**src/rtl/ro_measure_ctrl.sv**
```systemverilog
// ro_measure_ctrl: ring-oscillator gate-window sequencer; define RO_OVF_DET_EN to enable counter-wrap detection
module ro_measure_ctrl #(
   parameter int CNT_W = 8,
   parameter int WIN_W = 16
) (
   input  logic             clk,
   input  logic             rst_n,
   input  logic             start,
   input  logic             abort,
   input  logic [WIN_W-1:0] window_len,
   input  logic [CNT_W-1:0] count,
   output logic             ro_en,
   output logic             cnt_rst_n,
   output logic             busy,
   output logic             done,
   output logic [CNT_W-1:0] result,
   output logic             overflow
);
   typedef enum logic [2:0] {IDLE, CLEAR, RUN, SETTLE, CAPTURE} state_t;
   state_t state_q, state_d;
   logic [WIN_W-1:0] win_q, win_d, wcnt_q, wcnt_d;
   logic ph_q, ph_d;
   logic [CNT_W-1:0] result_q;
   logic cap_en;
   assign ro_en     = state_q == RUN;
   assign cnt_rst_n = state_q != CLEAR;
   assign busy      = state_q != IDLE;
   assign done      = state_q == CAPTURE;
   assign result    = result_q;
   assign cap_en    = state_q == SETTLE && state_d == CAPTURE;
   // next-state: ph_q times the two-cycle CLEAR/SETTLE phases, wcnt_q times the gate window
   always_comb begin
      state_d = state_q;
      win_d   = win_q;
      wcnt_d  = wcnt_q;
      ph_d    = 1'b0;
      case (state_q)
         IDLE: if (start && !abort) begin
            state_d = CLEAR;
            win_d   = window_len == '0 ? WIN_W'(1) : window_len;
         end
         CLEAR: begin
            ph_d = !ph_q;
            if (ph_q) begin
               state_d = RUN;
               wcnt_d  = win_q;
            end
         end
         RUN: begin
            wcnt_d = wcnt_q - WIN_W'(1);
            if (wcnt_q == WIN_W'(1)) state_d = SETTLE;
         end
         SETTLE: begin
            ph_d = !ph_q;
            if (ph_q) state_d = CAPTURE;
         end
         CAPTURE: state_d = IDLE;
         default: state_d = IDLE;
      endcase
      if (abort && busy && state_q != CAPTURE) begin
         state_d = IDLE;
         ph_d    = 1'b0;
      end
   end
   // state, window and result registers; result only moves on entry to CAPTURE
   always_ff @(posedge clk or negedge rst_n) begin
      if (!rst_n) begin
         state_q  <= IDLE;
         win_q    <= WIN_W'(1);
         wcnt_q   <= '0;
         ph_q     <= 1'b0;
         result_q <= '0;
      end else begin
         state_q <= state_d;
         win_q   <= win_d;
         wcnt_q  <= wcnt_d;
         ph_q    <= ph_d;
         if (cap_en) result_q <= count;
      end
   end
`ifdef RO_OVF_DET_EN
   logic [2:0] msb_q;
   logic flag_q, flag_d, ovf_q;
   // sticky wrap flag: a synchronized MSB fall while gated means the counter rolled over
   always_comb flag_d = state_q == CLEAR ? 1'b0 :
                        flag_q | ((state_q == RUN || state_q == SETTLE) && msb_q[2] && !msb_q[1]);
   // two-flop MSB synchronizer plus a previous-sample stage that CLEAR zeroes so a stale high MSB cannot fake a wrap
   always_ff @(posedge clk or negedge rst_n) begin
      if (!rst_n) begin
         msb_q  <= '0;
         flag_q <= 1'b0;
         ovf_q  <= 1'b0;
      end else begin
         msb_q  <= {state_q == CLEAR ? 1'b0 : msb_q[1], msb_q[0], count[CNT_W-1]};
         flag_q <= flag_d;
         if (cap_en) ovf_q <= flag_d;
      end
   end
   assign overflow = ovf_q;
`else
   assign overflow = 1'b0;
`endif
endmodule

```
**config.mk**
```make
export PLATFORM = sky130hd
export DESIGN_NAME = ro_measure_ctrl
export DESIGN_NICKNAME = d
export VERILOG_FILES = /design/src/rtl/ro_measure_ctrl.sv
export SDC_FILE = /design/constraint.sdc
export NUM_CORES = 1
export LEC_CHECK = 0
export ABC_AREA = 1
export BUFFER_PORTS_ARGS = -buffer_cell sky130_fd_sc_hd__buf_4
export CAP_MARGIN = 40
export CORE_MARGIN = 2
export CORE_UTILIZATION = 51
export CTS_CLUSTER_DIAMETER = 40
export DETAILED_ROUTE_END_ITERATION = 7
export PLACE_DENSITY = 0.74
export SLEW_MARGIN = 10
export SYNTH_ARGS = -nofsm -noshare
export SYNTH_HDL_FRONTEND = slang
export SYNTH_SLANG_ARGS = --single-unit
export TNS_END_PERCENT = 10
```
**constraint.sdc**
```tcl
create_clock -name clk -period 2 [get_ports clk]
set_clock_uncertainty 0.05 [all_clocks]
set_input_delay 0.1 -clock clk [delete_from_list [all_inputs] [get_ports clk]]
set_output_delay 0.1 -clock clk [all_outputs]
set_load 0.02 [all_outputs]
```
; ---- Yosys cells after proc, flatten, opt, wreduce, memory -nomap -nowiden
; Cells that the tools add are included.
[classes]
add_sub_neg = 1
n_eq_ne = 9
mux = 11
n_reduce_logical = 13
[op_table]
columns = op, n
row1 = $mux 16, 2
row2 = $pmux 16 s2, 1
row3 = $eq 16x1->1 const B, 1
row4 = $logic_not 16->1, 1
row5 = $sub 16x1->16 const B, 1
row6 = $mux 3, 5
row7 = $pmux 3 s4, 1
row8 = $eq 3x2->1 const B, 2
row9 = $eq 3x3->1 const B, 2
row10 = $logic_and 1x1->1, 4
row11 = $reduce_and 2->1, 2
row12 = $eq 3x1->1 const B, 1
row13 = $logic_not 3->1, 1
row14 = $ne 3x1->1 const B, 1
row15 = $ne 3x3->1 const B, 1
row16 = $reduce_bool 3->1, 1
row17 = $logic_not 1->1, 2
row18 = $mux 1, 2
row19 = $ne 2x2->1 const B, 1
row20 = $reduce_bool 2->1, 1
row21 = $reduce_or 2->1, 1
[totals]
register_bits = 44
input_bits = 28
output_inout_bits = 13
elab_cells = 39

; ---- Logic depth before layout (Yosys ltp)
[depth]
ltp_word = 7
mapped_depth = 9
depth_no_buf = 9

; ---- Least setup slack after synthesis
; OpenSTA, ideal clock, no wires.
[synth_timing]
path_type = flip-flop to flip-flop
from = register wcnt_q[0]
to = register wcnt_q[14]
setup_ps = 116
arrival_ps = 1252
t_required_ps = 1834
slack_ps = 581
path_stages_with_launch = 10
path_buffers = 0
period_less_slack_ps = 1419
cell_sequence = dfrtp_1 inv_1 ha_1 nand3_1 nor2_1 nand2_1 nand2_1 nand3_1 nand2_1 nand2_1
[synth_between]
elab_chain_len = 2
[synth_lines]
columns = element, line_no
row1 = "start, declared", 21  ; logic [WIN_W-1:0] win_q, win_d, wcnt_q, wcnt_d;
row2 = "start signal, assigned", 76  ; wcnt_q <= wcnt_d;
row3 = $sub 16x1->16, 50  ; wcnt_d = wcnt_q - WIN_W'(1);
row4 = $pmux 16 s2, 37  ; case (state_q)
; No other way between the ends.
; A chain may end at the register's enable or synchronous reset.

; ---- Worst setup path in the final report
[layout_timing]
from = register state_q[0]
to = output port ro_en
[layout_between]
elab_chain_len = 1
[layout_lines]
columns = element, line_no
row1 = "start, declared", 20  ; state_t state_q, state_d;
row2 = "start signal, assigned", 74  ; state_q <= state_d;
row3 = $eq 3x2->1, 25  ; assign ro_en = state_q == RUN;
row4 = "end, declared", 12  ; output logic ro_en,
; No other way between the ends.

==> metrics.txt <==
status=finished clean; layout cells sized above 1=16.1%; Die Ht=72.5 um; io pins=41; Antenna Nets Post-Route=0; area leader, netlist=dfrtp_1; slowest cell on the critical path=dfrtp_1; Die Area=5250 um2; post-route cell area=slightly below 3000 um2; core area=roughly 4400 um2; std cell rows=24; Logic pwr share=46.2%; Tightest Pin Transition=0.561 ns; final non-filler cell total=424; Final Hold Fails=0; CTS tree=built; routability congestion estimate=0.863; synth unique cells=34; total CTS buffers=5; Net Count, Synth=351; pin count of the biggest net entering global routing=45; width of the chip=72.5 um; Leak=approximately 1.5 nW; WL final=5.40 mm; dpl ws=0.410 ns; Psw=1.82 mW; crit-path max cell delay=between 0.3 and 0.4 ns; clock buffer depth=2; Max Cap Viol=0; first-pass GRT wire length=about 9.6 mm; crit path max fanout=19; post-layout min period=between 1.5 and 2 ns; placed cell count=406; Final Net Count=401; Gate Count Post-Synth=321; vias in the first global route=2189; top cells by area, synth=dfrtp_1 45%, nand2_1 18%, inv_1 6.3%; Worst EP required=1.85 ns; Worst Setup Slack, final=~0.37 ns; Synth Warn #=0; commonest non-fill, non-tap cells in the layout=115 x nand2_1, 43 x dfrtp_1, 40 x inv_1, 40 x buf_4, 28 x nor2_1; Post-route DRC=0; RSZ-0062 raised after global routing=no; initial antenna violation count=0; Antenna Cells=0; CP top delay family=buffers and inverters; crit path DAT=around 1.5 ns; most common cell after layout, fill and taps aside=nand2_1; DR vias=around 2200; Async S/R FF share, synth=100%; Overflow after GRT=0; post-synthesis register bit count=44; PortBufs=39; critical-path cell list=inv_1 -> nand3_4 -> inv_4 -> buf_4; Clk pwr share=between 10% and 20%; clock sinks=44; pwr/cell area=1420 nW/um2; mean post-synth cell area=7.44 um2; area delta synth->final=20.6%; R2R setup slack=0.39 ns; fmax=614 MHz; type of the worst setup path=reg -> out; sequential group share of total power=40.9%; worst hold path type=in -> reg; GRT Overall Usage=23.5%; post-DP HPWL=3.82 mm; number of synthesized flops with an enable pin=0; Clk Latency, worst-skew pair=between 0.2 and 0.3 ns; drt pass-1 iters=4; final max-slew violation count=0; clk root buf=clkbuf_8; number of vias per cell=5.10; setup TNS=0 ns; Max VDD drop=roughly 750 uV; CTS clock-pin slew for the worst setup and hold paths=around 0.08 ns; crit path buf inv count=3; H-tree Lvls=2; Internal=2.27 mW; post-layout util=about two thirds; Seq/Total Area, Yosys=between 40% and 50%; sw frac=44.4%; initial core utilization=around 54%; post-CTS sizing=0; Top FF cell, synth=dfrtp_1; post-DR wirelength/cell=12.7 um; endpoint type of the worst setup path=primary output; type of origin of the critical path=flip-flop; share of the synthesized area in the top cell type=between 40% and 50%; initial DRC count=207; Syn Std Cell Area=between 2000 and 2500 um2; fin crit share=81.4%; slew margin rel.=62.6%; Placed Area=2700 um2; final setup vio count=0
path summary, 6_finish.rpt:
kind / cells past startpoint / from / end
max in group asynchronous: 2 / rst_n / wcnt_q[4]
min reg2reg: 2 / win_q[9] / win_q[9]
min: 2 / window_len[1] / win_q[1]
max: 4 / state_q[0] / ro_en
min in group asynchronous: 2 / rst_n / ph_q
max reg2reg: 9 / wcnt_q[0] / wcnt_q[14]
cell usage after synthesis (2+ instances only):
library cell and count:
buf_4 3, buf_6 2, dfrtp_1 43, ha_1 2
inv_1 40, inv_2 2, nand2_1 115, nand2_2 2
nand3_1 20, nand3_4 2, nand4_1 4, nor2_1 28
nor2_4 2, nor3_1 4, o211ai_1 3, o21a_1 4
o21ai_0 27, o21ai_1 2
through the flow:
| step | hold slack, ns | power (mW) |
|---|---|---|
| after detailed placement | 0.0834 | 3.53 |
| after floorplan | -0.246 | 3.00 |
| after global routing | 0.00561 | 4.48 |
| after global placement | 0.0830 | 3.47 |
| after CTS | 0.0176 | 4.09 |
| final | 0.0196 | 4.09 |
sequential cells by signal, indices dropped and copies added, names as in the netlist:
name,count
ph_q,1
win_q,16
state_q,3
wcnt_q,16
result,8
area by class of cell:
type | instances | area (um2)
Tap cell | 52 | 65.1
Multi-Input combinational cell | 226 | 1060
Inverter | 44 | 168
Timing Repair Buffer | 50 | 400
Clock inverter | 1 | 5.00
Sequential cell | 44 | 1100
Clock buffer | 7 | 76.3
Fill cell | 405 | 1560
power groups by stage:
stage          clock [mW]  sequential [mW]  combinational, mW
6_report            0.530             1.67               1.89
5_1_grt             0.589             1.73               2.16
4_1_cts             0.539             1.66               1.89
3_5_place_dp            0             1.67               1.86
3_3_place_gp            0             1.66               1.81
2_1_floorplan           0             1.67               1.33
timing repair:
item	in CTS	in global routing
buffers inserted	0	0
hold buffers	10	0
endpoints found under the hold margin	52	0
layer usage:
layer	track usage, %	part of all wire [%]	routed length [um]
met1	31.6	47	2530
met2	38.7	48	2580
met3	5.83	4.5	241
met4	5.14	1.0	54
met5	0	0	0
kinds of logic (layout without fill, tap and decap cells):
| kind of cell | after synthesis | in the layout | share of synthesized area (%) |
|---|---|---|---|
| xor+xnor | 1 | 1 | 0.367 |
| compound gates | 40 | 40 | 9.58 |
| other cells | 1 | 1 | 0.157 |
| fa+ha+maj | 2 | 2 | 1.05 |
| buf+inv | 51 | 102 | 9.32 |
| simple gates | 181 | 181 | 32.9 |
| flops | 44 | 44 | 46.1 |
| mux | 1 | 1 | 0.471 |
worst reg2reg max path, delay by kind of cell, from the launching register on:
kind | cells | cell delay, ns
fa+ha+maj | 1 | 0.19
buf+inv | 1 | 0.15
flops | 1 | 0.41
simple gates | 7 | 0.71
Note: power is estimated with default switching activity, not from simulation.
